===== src/rtl/ahbl_splitter_n_if.sv =====
// rtl/ahbl_splitter_n_if.sv - AHB-Lite master-side and slave-side bus bundle for ahbl_splitter_n
interface ahbl_splitter_n_if #(
    parameter int N_SLAVES = 4
);
    logic [31:0]             HADDR;
    logic [1:0]              HTRANS;
    logic                    HREADY;
    logic [31:0]             HRDATA;
    logic                    HRESP;
    logic [N_SLAVES-1:0]     S_HSEL;
    logic [32*N_SLAVES-1:0]  S_HRDATA;
    logic [N_SLAVES-1:0]     S_HREADYOUT;
    logic [N_SLAVES-1:0]     S_HRESP;

    // splitter side
    modport slave (
        input  HADDR, HTRANS, S_HRDATA, S_HREADYOUT, S_HRESP,
        output HREADY, HRDATA, HRESP, S_HSEL
    );

    // environment side: bus master plus the slaves
    modport master (
        output HADDR, HTRANS, S_HRDATA, S_HREADYOUT, S_HRESP,
        input  HREADY, HRDATA, HRESP, S_HSEL
    );
endinterface


===== src/rtl/ahbl_splitter_n.sv =====
// rtl/ahbl_splitter_n.sv - N-port AHB-Lite splitter with default ERROR slave; stall watchdog under AHBL_SPLIT_TIMEOUT_EN
module ahbl_splitter_n #(
    parameter int                          N_SLAVES       = 4,
    parameter int                          DEC_BITS       = 4,
    parameter logic [N_SLAVES*DEC_BITS-1:0] S_BASE        = {4'h8, 4'h4, 4'h2, 4'h0},
    parameter int                          TIMEOUT_CYCLES = 255
) (
    input  logic              HCLK,
    input  logic              HRESET,
    ahbl_splitter_n_if.slave  bus,
    output logic              TIMEOUT_IRQ
);

    typedef enum logic [1:0] {
        ST_IDLE = 2'd0,
        ST_ERR1 = 2'd1,
        ST_ERR2 = 2'd2
    } state_t;

    state_t                state_q;
    state_t                state_d;

    logic [DEC_BITS-1:0]   dec_field;
    logic [N_SLAVES-1:0]   match;
    logic [N_SLAVES-1:0]   hsel;
    logic [N_SLAVES-1:0]   sel_q;
    logic                  def_q;

    logic                  hready_o;
    logic [31:0]           hrdata_o;
    logic                  hresp_o;
    logic                  unmapped_req;
    logic                  wd_hit;

    assign dec_field = bus.HADDR[31:32-DEC_BITS];

    // address decode: compare the top field against every slot
    always_comb begin
        match = '0;
        for (int i = 0; i < N_SLAVES; i++) begin
            match[i] = (dec_field == S_BASE[i*DEC_BITS +: DEC_BITS]);
        end
    end

    // keep only the lowest set bit so duplicate bases resolve to the lower index
    assign hsel       = match & (~match + N_SLAVES'(1));
    assign bus.S_HSEL = hsel;

    // an active transfer to nobody is being accepted this cycle
    assign unmapped_req = hready_o & bus.HTRANS[1] & ~(|hsel);

    // data-phase owner, captured only when the bus advances
    always_ff @(posedge HCLK) begin
        if (HRESET) begin
            sel_q <= '0;
            def_q <= 1'b0;
        end else if (wd_hit) begin
            sel_q <= '0;
            def_q <= 1'b1;
        end else if (hready_o) begin
            sel_q <= hsel;
            def_q <= bus.HTRANS[1] & ~(|hsel);
        end
    end

    // default-slave state register
    always_ff @(posedge HCLK) begin
        if (HRESET) begin
            state_q <= ST_IDLE;
        end else begin
            state_q <= state_d;
        end
    end

    // default-slave next state: every ERROR is a two-cycle response
    always_comb begin
        state_d = state_q;
        case (state_q)
            ST_IDLE: if (unmapped_req || wd_hit) state_d = ST_ERR1;
            ST_ERR1: state_d = ST_ERR2;
            ST_ERR2: state_d = unmapped_req ? ST_ERR1 : ST_IDLE;
            default: state_d = ST_IDLE;
        endcase
    end

    // response mux: default slave overrides, else the registered owner drives the master
    always_comb begin
        hready_o = 1'b1;
        hrdata_o = '0;
        hresp_o  = 1'b0;
        case (state_q)
            ST_ERR1: begin
                hready_o = 1'b0;
                hresp_o  = 1'b1;
            end
            ST_ERR2: begin
                hresp_o  = 1'b1;
            end
            default: begin
                if (!def_q) begin
                    for (int k = 0; k < N_SLAVES; k++) begin
                        if (sel_q[k]) begin
                            hready_o = bus.S_HREADYOUT[k];
                            hrdata_o = bus.S_HRDATA[32*k +: 32];
                            hresp_o  = bus.S_HRESP[k];
                        end
                    end
                end
            end
        endcase
    end

    assign bus.HREADY = hready_o;
    assign bus.HRDATA = hrdata_o;
    assign bus.HRESP  = hresp_o;

`ifdef AHBL_SPLIT_TIMEOUT_EN
    logic [15:0] wd_cnt;
    logic        stalled;
    logic        irq_q;

    assign stalled = (|sel_q) & ~hready_o;
    assign wd_hit  = stalled && (wd_cnt == 16'(TIMEOUT_CYCLES - 1));

    // stall counter: counts wait cycles of a real slave, restarts whenever the bus moves
    always_ff @(posedge HCLK) begin
        if (HRESET) begin
            wd_cnt <= '0;
        end else if (wd_hit || hready_o) begin
            wd_cnt <= '0;
        end else if (stalled) begin
            wd_cnt <= wd_cnt + 16'd1;
        end
    end

    // abort pulse lines up with the first ERROR cycle
    always_ff @(posedge HCLK) begin
        if (HRESET) begin
            irq_q <= 1'b0;
        end else begin
            irq_q <= wd_hit;
        end
    end

    assign TIMEOUT_IRQ = irq_q;
`else
    logic [15:0] unused_timeout;

    assign unused_timeout = 16'(TIMEOUT_CYCLES);
    assign wd_hit         = 1'b0;
    assign TIMEOUT_IRQ    = 1'b0;
`endif

endmodule


===== src/flat_wrapper.sv =====
// flat-port wrapper written by rule: the top's interface ports become plain ports
module ahbl_splitter_n_flat 
#(
    parameter int                          N_SLAVES       = 4,
    parameter int                          DEC_BITS       = 4,
    parameter logic [N_SLAVES*DEC_BITS-1:0] S_BASE        = {4'h8, 4'h4, 4'h2, 4'h0},
    parameter int                          TIMEOUT_CYCLES = 255
)
  (HCLK, HRESET, TIMEOUT_IRQ, bus_HADDR, bus_HTRANS, bus_S_HRDATA, bus_S_HREADYOUT, bus_S_HRESP, bus_HREADY, bus_HRDATA, bus_HRESP, bus_S_HSEL);
  ahbl_splitter_n_if #(.N_SLAVES(N_SLAVES)) bus_i ();
  input  logic HCLK;
  input  logic HRESET;
  output logic TIMEOUT_IRQ;
  input wire logic [$bits(bus_i.HADDR)-1:0] bus_HADDR;
  input wire logic [$bits(bus_i.HTRANS)-1:0] bus_HTRANS;
  input wire logic [$bits(bus_i.S_HRDATA)-1:0] bus_S_HRDATA;
  input wire logic [$bits(bus_i.S_HREADYOUT)-1:0] bus_S_HREADYOUT;
  input wire logic [$bits(bus_i.S_HRESP)-1:0] bus_S_HRESP;
  output wire logic [$bits(bus_i.HREADY)-1:0] bus_HREADY;
  output wire logic [$bits(bus_i.HRDATA)-1:0] bus_HRDATA;
  output wire logic [$bits(bus_i.HRESP)-1:0] bus_HRESP;
  output wire logic [$bits(bus_i.S_HSEL)-1:0] bus_S_HSEL;
  assign bus_i.HADDR = bus_HADDR;
  assign bus_i.HTRANS = bus_HTRANS;
  assign bus_i.S_HRDATA = bus_S_HRDATA;
  assign bus_i.S_HREADYOUT = bus_S_HREADYOUT;
  assign bus_i.S_HRESP = bus_S_HRESP;
  assign bus_HREADY = bus_i.HREADY;
  assign bus_HRDATA = bus_i.HRDATA;
  assign bus_HRESP = bus_i.HRESP;
  assign bus_S_HSEL = bus_i.S_HSEL;
  ahbl_splitter_n #(.N_SLAVES(N_SLAVES), .DEC_BITS(DEC_BITS), .S_BASE(S_BASE), .TIMEOUT_CYCLES(TIMEOUT_CYCLES)) u_core (.HCLK(HCLK), .HRESET(HRESET), .bus(bus_i), .TIMEOUT_IRQ(TIMEOUT_IRQ));
endmodule

===== config.mk =====
export PLATFORM = sky130hd
export DESIGN_NAME = ahbl_splitter_n_flat
export DESIGN_NICKNAME = d
export VERILOG_FILES = /design/src/rtl/ahbl_splitter_n_if.sv /design/src/rtl/ahbl_splitter_n.sv /design/src/flat_wrapper.sv
export SDC_FILE = /design/constraint.sdc
export NUM_CORES = 1
export LEC_CHECK = 0
export ABC_AREA = 0
export BUFFER_PORTS_ARGS = -buffer_cell sky130_fd_sc_hd__buf_2
export CAP_MARGIN = 15
export CORE_AREA = 2 2 82 84
export DETAILED_ROUTE_END_ITERATION = 6
export DIE_AREA = 0 0 84 86
export PLACE_DENSITY = 0.75
export SLEW_MARGIN = 25
export SYNTH_ARGS = -nofsm -noshare
export SYNTH_HDL_FRONTEND = slang
export SYNTH_SLANG_ARGS = --single-unit
export TNS_END_PERCENT = 1

===== constraint.sdc =====
create_clock -name HCLK -period 2.6 [get_ports HCLK]
set_clock_uncertainty 0.2 [all_clocks]
set_input_delay 0.52 -clock HCLK [delete_from_list [all_inputs] [get_ports HCLK]]
set_output_delay 0.52 -clock HCLK [all_outputs]
set_load 0.01 [all_outputs]

======== Word-level counts from Yosys, hierarchy flattened ========
Cells that the tools add are included.
operators by class
  add/subtract/negate cells ............... 1
  muxes and demuxes ....................... 21
  bitwise gates (word level) .............. 6
  reduce and logical (&&, ||, !) cells .... 4
  equal/unequal tests ..................... 6
operators by type and width
  operator               count
  $mux W32               6
  $mux W1                12
  $pmux W2 S3            1
  $add A4 B1 Y4 const B  1
  $and A4 B4 Y4          1
  $eq A4 B2 Y1 const B   1
  $eq A4 B3 Y1 const B   1
  $eq A4 B4 Y1 const B   1
  $logic_not A4 Y1       1
  $not A4 Y4             1
  $reduce_or A4 Y1       1
  $and A1 B1 Y1          3
  $eq A2 B1 Y1 const B   1
  $eq A2 B2 Y1 const B   1
  $logic_not A2 Y1       1
  $mux W2                1
  $ne A2 B1 Y1 const B   1
  $pmux W1 S2            1
  $reduce_or A2 Y1       1
  $not A1 Y1             1
storage, ports and cells
  bits of input ports ..................... 172
  flip-flop bits (word level) ............. 7
  logic and storage cells ................. 41
  output and inout bits ................... 39

======== Depth between registers and ports, before layout ========
Gate-level depths: netlist of the first run.
  depth in word-level cells ............... 10
  depth in mapped cells ................... 8
  depth with buffers taken out ............ 7

======== Worst setup path after synthesis of the first run ========
No wires, ideal clock.
  path kind ............................... flip-flop to output port
  from .................................... reg u_core.state_q[0]
  to ...................................... out bus_HRDATA[10]
  required time ........................... 1.880 ns
  arrival ................................. 1.520 ns
  buffers on the path ..................... 2
  setup slack ............................. 0.360 ns
  stages on the path, launching flop included .. 7
  path through ............................ dfxtp_1 inv_1 ha_1 or2_2 clkbuf_1 clkbuf_1 nor2_1
on the way
  longest elaborated chain between the ends .. 3
  elaborated cells on any way between the ends .. 4
  classes of those cells .................. eq/ne: 2; mux: 1; reduce/logical: 1
ends and longest elaborated chain
  what                                                 RTL line               text
  start: declaration                                   ahbl_splitter_n.sv:20  state_t state_q;
  start signal: assignment                             ahbl_splitter_n.sv:71  state_q <= state_d;
  $eq A2 B1 Y1 / $eq A2 B2 Y1 (equally long branches)  ahbl_splitter_n.sv:91  case (state_q)
  $reduce_or A2 Y1 (no source line) (*)                -
  $mux W32 (*)                                         ahbl_splitter_n.sv:91
  end: declaration                                     flat_wrapper.sv:20     output wire logic [$bits(bus_i.HRDATA)-1:0] bus_HRDATA;
Every way passes the cells marked *; elsewhere a longest branch is shown, timed or not.

======== Worst setup path after layout of the first run ========
  from .................................... reg u_core.state_q[0]
  to ...................................... out bus_HRDATA[16]
Same word-level chain as after synthesis.

==> flow_metrics.tcl, run 1 <==
set metrics [dict create \
    ys_ff_latch 7 \
    power_density_nw_per_um2 322 \
    period_share 0.956 \
    clkSinkCount 7 \
    top_usage_layer "met2" \
    routed_wl_um 6340 \
    totalNegativeSetupSlack_ps 0 \
    cts-hold-fix-buffers 0 \
    overflow 0 \
    final_cell_area_um2 2580 \
    core_um2 6280 \
    synth_common_cells "nor2_1, nor2b_1, a21oi_1" \
    hp-class "reg2reg" \
    die_y_um 86 \
    final_layout_size_suffix_gt1_frac 0.499 \
    clk_latency_ps 230 \
    firstDrtPassIters 4 \
    synth-xor-area-share 0 \
    startpoint_type "register" \
    via_per_inst 5.03 \
    synth.area.mux_share 0.0260 \
    dp_cells 480 \
    die_area_um2 7220 \
    crit_chain "inv_1, ha_1, or2_4, nor2_1, buf_2" \
    grt_pass1_wl_um 10200 \
    numCtsBuffers 3 \
    pre_cts_slack_ps 165 \
    status "complete, no violations" \
    slowest_stage "or2_4" \
    ys_warn_count 0 \
    p_leak_nw 1.34 \
    total_power_uw 829 \
    ys_types 32 \
    ys_top_cells_by_area "a221oi_1, nor2b_1, a21oi_1" \
    dp_hpwl_um 5000 \
    hold_ws_ps 305 \
    use_met2 0.327 \
    routedWlPerCell_um 13.1 \
    start_util 0.246 \
    min_period_ps 2490 \
    cts_htree_levels 1 \
    slew_viol_final 0 \
    grt_use_total 0.168 \
    cts_tree "done" \
    placementRows 29 \
    synth-simple-area-share 0.382 \
    insertedDiodeCount 0 \
    cap_violations 0 \
    post_synth_fa_ha_maj_area_fraction 0.0389 \
    max_freq_ghz 0.402 \
    endpoint_kind "output pin" \
    stdcell_count 484 \
    synthesis.area_um2 1540 \
    met1_usage 0.193 \
    cp_max_fo 32 \
    finalHoldViolations 0 \
    arrival_ps 1770 \
    dpl-instance-area_um2 2520 \
    final_util 0.411 \
    critPathRequiredTime_ps 1880 \
    synth_nets 418 \
    drt_iter0_markers 79 \
    synth_top_family_by_area "simple AND/OR/NAND/NOR gates" \
    ctsResizeCount 1 \
    grt_antenna_before_repair 0 \
    ios 211 \
    cpPeakStageDelay_ps 400 \
    portBuffers 180 \
    drc_errors 0 \
    final.setup.worst_slack_ps 115 \
    synth_area_leader_cell "a221oi_1" \
    synth_top_cell_area_share 0.187 \
    die_w_um 84 \
    vdd_drop_max_mv 0.190 \
    synth_edf_count 0 \
    async_flop_share 0 \
    via_count 2434 \
    ys_seq_area_frac 0.0908 \
    avgSynthCellArea_um2 6.37 \
    grtUsageMet3 0.0289 \
    grt_start_max_net_pins 35 \
    place_congestion 0.747 \
    crit_type "reg2out" \
    root_buffer "clkbuf_8" \
    syn2layout_area_growth_pct 67.1 \
    clockBufferDepth 2 \
    synth_compound_area_frac 0.369 \
    post_cts_buffers 0 \
    grt_pass1_vias 2320 \
    synth.most_common_cell "nor2_1" \
    setup_viol 0 \
    detail-route-antenna-nets 0 \
    ys.flop_type "dfxtp_1" \
    clkTransAtPathRegs_ps 40 \
    final_nets 584 \
    synth_cells 242 \
]
-- path summary, 6_finish.rpt --
| kind | endpoint | start | slack, ps | cells past startpoint |
|---|---|---|---|---|
| worst min register to register | u_core.def_q | u_core.def_q | 310 | 2 |
| worst min-delay path | u_core.def_q | u_core.def_q | 310 | 2 |
| worst max-delay path | bus_HRDATA[16] | u_core.state_q[0] | 110 | 5 |
| worst max register to register | u_core.sel_q[2] | u_core.state_q[0] | 550 | 8 |
-- kinds of logic (layout without fill, tap and decap cells) --
kind of cell,Yosys count,in the layout
AND/OR/NAND/NOR,115,115
flip-flops,7,7
multiplexers,4,4
other,1,1
AO/OA/AOI/OAI,77,77
buffers and inverters,33,198
adder cells (fa/ha/maj),5,5
-- final cells by class --
class / instances / area [µm²]
Tap cell: 77 / 96.3
Clock buffer: 4 / 45.0
Fill cell: 664 / 3700
Sequential cell: 7 / 148
Multi-Input combinational cell: 202 / 1270
Inverter: 4 / 15.0
Timing Repair Buffer: 190 / 1000
-- worst max-delay path: cells and delay by family (launching register included) --
family	cells	cell delay (ps)
adders and majority gates	1	360
DFF	1	380
and+or+nand+nor	2	560
buffers and inverters	2	230
-- registers in the layout (all words and copies together), names as in the netlist --
name and flops:
u_core.sel_q 4, u_core.def_q 1, u_core.state_q 2
-- cell usage in the layout, fill, tap and decap left out, types with 3 or more instances in the layout --
cell      Yosys  routed
ha_1          4       4
inv_1         4       4
dfxtp_1       7       5
buf_4         2       8
nor3_1       33      33
mux2i_1       4       4
nor2_1       37      37
clkbuf_8      0       3
nor2b_1      35      34
nor4b_1       3       3
buf_2         1     180
a21oi_1      34      34
a221oi_1     33      33
-- power by group --
group          total, mW  switching, mW  internal, mW  leakage, nW
sequential         0.137         0.0190         0.118       0.0585
clock              0.153         0.0473         0.106       0.0228
combinational      0.539          0.293         0.246         1.26
total              0.829          0.359         0.470         1.34
-- metal layers --
metal / part of all wire / wire (µm)
met3: 0.088 / 560
met2: 0.51 / 3240
met4: 0.0043 / 27
met1: 0.40 / 2510
met5: 0 / 0
Power figures use the tool's default switching activity.
==> inputs of run 2 (changes only) <==
==> constraint.sdc (replaced) <==
create_clock -name HCLK -period 3.1 [get_ports HCLK]
set_clock_uncertainty 0.2 [all_clocks]
set_input_delay 0.62 -clock HCLK [delete_from_list [all_inputs] [get_ports HCLK]]
set_output_delay 0.62 -clock HCLK [all_outputs]
set_load 0.01 [all_outputs]
==> run 2 against run 1 <==
Effect of this change: via count is 0.74% higher; total power shrank 19%; largest cell class unchanged; final cell count shrank 0.62%.
==> flow_metrics.tcl, run 2 (synthesis results as in run 1) <==
set metrics [dict create \
    core_um2 6280 \
    portBuffers 180 \
    grt_antenna_before_repair 0 \
    final_nets 581 \
    regArea_um2 143 \
    cpPeakStageDelay_ps 380 \
    crit_chain "inv_1, ha_1, a211oi_1, o21ai_0, o21ai_2, inv_1, buf_2" \
    start_util 0.246 \
    overflow 0 \
    slew_viol_final 0 \
    min_period_ps 2800 \
    totalNegativeSetupSlack_ps 0 \
    startpoint_type "register" \
    via_per_inst 5.10 \
    ios 211 \
    via_count 2452 \
    power_density_nw_per_um2 268 \
    period_share 0.905 \
    endpoint_kind "output pin" \
    setup_viol 0 \
    vdd_drop_max_mv 0.174 \
    grt_start_max_net_pins 38 \
    critPathRequiredTime_ps 2280 \
    status "complete, no violations" \
    dpl-instance-area_um2 2470 \
    ctsResizeCount 0 \
    rsz0062_at_grt "no" \
    grt_pass1_wl_um 9940 \
    die_w_um 84 \
    placementRows 29 \
    final_cell_area_um2 2520 \
    clk_latency_ps 220 \
    cts_htree_levels 1 \
    cp_max_fo 6 \
    dp_hpwl_um 4950 \
    final_layout_size_suffix_gt1_frac 0.493 \
    stdcell_count 481 \
    fillers 666 \
    insertedDiodeCount 0 \
    crit_type "reg2out" \
    dp_cells 477 \
    multi_input_area_um2 1260 \
    die_area_um2 7220 \
    routedWlPerCell_um 13.3 \
    path_common_cell "inv_1" \
    drc_errors 0 \
    hp-class "reg2reg" \
    grt_use_total 0.163 \
    largest_reg_flops 4 \
    slowest_stage "dfxtp_1" \
    drt_iter0_markers 79 \
    numCtsBuffers 3 \
    max_flop_register "u_core.sel_q" \
    firstDrtPassIters 4 \
    post_cts_buffers 0 \
    cap_violations 0 \
    clkSinkCount 7 \
    cts_tree "done" \
    layout_common_cells "buf_2, nor2_1, nor2b_1, a21oi_1" \
    routed_wl_um 6380 \
    tightest_slew_ps 712 \
    arrival_ps 1980 \
    syn2layout_area_growth_pct 63.2 \
    detail-route-antenna-nets 0 \
    clkTransAtPathRegs_ps 40 \
    largestRegisters "u_core.sel_q: 4 flops, u_core.state_q: 2 flops, u_core.def_q: 1 flops" \
    root_buffer "clkbuf_8" \
    slew_headroom 0.525 \
    clockBufferDepth 2 \
    cts-hold-fix-buffers 0 \
    max_freq_ghz 0.357 \
    grt_pass1_vias 2247 \
    finalHoldViolations 0 \
    die_y_um 86 \
    final_util 0.401 \
    final_common_cell "buf_2" \
    p_leak_nw 1.32 \
    place_congestion 0.772 \
]
[run 2: worst max-delay path: cells and delay by family (launching register included)]
kind | cells | cell delay, ps
AO/OA/AOI/OAI | 3 | 760
adder cells (fa/ha/maj) | 1 | 330
buffers and inverters | 3 | 290
flip-flops | 1 | 380
[run 2: metrics by stage]
stage,power [mW],hold WS [ps],setup WS [ps]
after floorplan,0.372,256,760
after global placement,0.539,277,589
after detailed placement,0.550,283,538
after CTS,0.683,287,289
after global routing,0.733,325,157
final,0.674,293,295
[run 2: final cells by class]
cell class / count / share of cell area
multi-input cells: 202 / 0.502
well taps: 77 / 0.0383
inverters: 4 / 0.00596
flip-flops and latches: 7 / 0.0567
repair buffers: 187 / 0.379
clock buffers: 4 / 0.0179
[run 2: path summary, 6_finish.rpt]
kind,startpoint,to,slack [ps],cells after the start
worst max-delay path,u_core.state_q[0],bus_HREADY,300,7
worst min register to register,u_core.def_q,u_core.def_q,290,2
worst min-delay path,u_core.def_q,u_core.def_q,290,2
worst max register to register,u_core.state_q[0],u_core.sel_q[3],940,7
[run 2: routing by layer]
metal | vias to the layer above | wire [µm] | global-route usage | share of wire
met2 | 131 | 3320 | 0.313 | 0.52
met4 | 0 | 27 | 0.0381 | 0.0042
li1 | 1220 | - | - | -
met5 | - | 0 | 0 | 0
met1 | 1099 | 2550 | 0.191 | 0.40
met3 | 2 | 485 | 0.0231 | 0.076
[run 2: power breakdown]
part / total, mW / switching, mW / internal, mW
sequential: 0.117 / 0.0174 / 0.0998
combinational: 0.431 / 0.241 / 0.190
clock: 0.126 / 0.0370 / 0.0888
total: 0.674 / 0.295 / 0.379
==> inputs of run 3 (changes only) <==
--- a/config.mk
+++ b/config.mk
@@ -11,7 +11,7 @@
 export CORE_AREA = 2 2 82 84
 export DETAILED_ROUTE_END_ITERATION = 6
 export DIE_AREA = 0 0 84 86
-export PLACE_DENSITY = 0.75
+export PLACE_DENSITY = 0.69
 export SLEW_MARGIN = 25
 export SYNTH_ARGS = -nofsm -noshare
 export SYNTH_HDL_FRONTEND = slang
==> run 3 against run 2 <==
Effect of this change: sequential share of layout area is 0.056 points lower; largest cell class unchanged; design area is 0.99% higher; fmax is 1.2% lower; setup slack worse by 34 ps; final cell count is 0.21% higher; critical endpoint is now bus_HRDATA[1]; critical path depth stayed put.
==> flow_metrics.tcl, run 3 (synthesis results as in run 1) <==
set metrics [dict create \
    clockBufferDepth 2 \
    finalHoldViolations 0 \
    core_um2 6280 \
    largest_reg_flops 4 \
    die_area_um2 7220 \
    max_freq_ghz 0.352 \
    grt_use_total 0.165 \
    grt_start_max_net_pins 41 \
    place_congestion 0.761 \
    slowest_stage "nor2b_4" \
    die_y_um 86 \
    via_per_inst 5.02 \
    via_count 2418 \
    endpoint_kind "output pin" \
    firstDrtPassIters 4 \
    insertedDiodeCount 0 \
    clkTransAtPathRegs_ps 40 \
    hp-class "reg2reg" \
    cts-hold-fix-buffers 0 \
    cp_max_fo 18 \
    hold_ws_ps 298 \
    clk_latency_ps 220 \
    slew_headroom 0.539 \
    cts_htree_levels 1 \
    die_w_um 84 \
    grt_pass1_wl_um 10000 \
    cts_tree "done" \
    grt_antenna_before_repair 0 \
    layout_common_cells "buf_2, nor2_1, nor2b_1, a21oi_1" \
    setup_viol 0 \
    dp_hpwl_um 5080 \
    crit_chain "nor2b_4, buf_4, a221oi_1, nor3_1, a21oi_1, nor2_1, buf_2" \
    cp-startpoint "u_core.sel_q[0]" \
    period_share 0.916 \
    start_util 0.246 \
    rr_startpoint "u_core.state_q[0]" \
    final_nets 582 \
    slew_viol_final 0 \
    startpoint_type "register" \
    overflow 0 \
    root_buffer "clkbuf_8" \
    max_flop_register "u_core.sel_q" \
    portBuffers 180 \
    cpPeakStageDelay_ps 440 \
    final_layout_size_suffix_gt1_frac 0.494 \
    min_period_ps 2840 \
    rsz0062_at_grt "no" \
    numCtsBuffers 3 \
    tightest_slew_ps 692 \
    routedWlPerCell_um 13.9 \
    ios 211 \
    clkSinkCount 7 \
    largestRegisters "u_core.sel_q: 4 flops, u_core.state_q: 2 flops, u_core.def_q: 1 flops" \
    vdd_drop_max_mv 0.154 \
    p_leak_nw 1.32 \
    grt_pass1_vias 2236 \
    arrival_ps 2020 \
    crit_type "reg2out" \
    drt_iter0_markers 60 \
    placementRows 29 \
    detail-route-antenna-nets 0 \
    hold_start "u_core.def_q" \
    critPathRequiredTime_ps 2280 \
    totalNegativeSetupSlack_ps 0 \
    drc_errors 0 \
    final_common_cell "buf_2" \
    syn2layout_area_growth_pct 64.8 \
    status "complete, no violations" \
    cap_violations 0 \
    routed_wl_um 6690 \
    power_density_nw_per_um2 280 \
]
[run 3: timing repair]
| action | in CTS | in global routing |
|---|---|---|
| setup buffers | 0 | 4 |
| gates cloned | 0 | 0 |
| pin swaps | 0 | 1 |
| endpoints found under the setup margin | 1 | 1 |
| resized for setup | 1 | 0 |
[run 3: critical path, delay by kind of cell, from the launching register on]
family | cells | cell delay, ps
AND/OR/NAND/NOR | 3 | 820
flip-flops | 1 | 330
buffers and inverters | 2 | 470
AO/OA/AOI/OAI | 2 | 180
[run 3: worst paths after layout]
kind | end | slack (ps) | cells past startpoint
max | bus_HRDATA[1] | 260 | 7
min | u_core.def_q | 300 | 2
max reg2reg | u_core.sel_q[3] | 860 | 8
min reg2reg | u_core.def_q | 300 | 2
[run 3: through the flow]
stage	worst slack [ps]	instance area (µm²)	total power, mW	util	cells
3_5_place_dp	239	2460	0.553	0.392	474
3_3_place_gp	270	2460	0.545	0.392	474
4_1_cts	264	2510	0.684	0.400	478
6_report	261	2540	0.711	0.405	482
5_1_grt	79.0	2540	0.775	0.405	482
2_1_floorplan	760	1540	0.372	-	242
[run 3: cell type report]
type	instances	area (µm²)
fill	676	3730
multi-input combinational	202	1270
timing repair buffer	188	973
sequential	7	143
tap	77	96.3
clock buffer	4	45.0
inverter	4	15.0
[run 3: power by group]
part	total, mW	internal, mW	switching, mW
Clock	0.127	0.0889	0.0383
Sequential	0.117	0.0998	0.0168
Combinational	0.467	0.216	0.251
[run 3: metal layers]
metal | up-vias | wire (µm) | track usage
met5 | - | 0 | 0
met4 | 0 | 64 | 0.0323
met3 | 6 | 493 | 0.0308
met2 | 116 | 3450 | 0.312
met1 | 1073 | 2680 | 0.195
li1 | 1223 | - | -
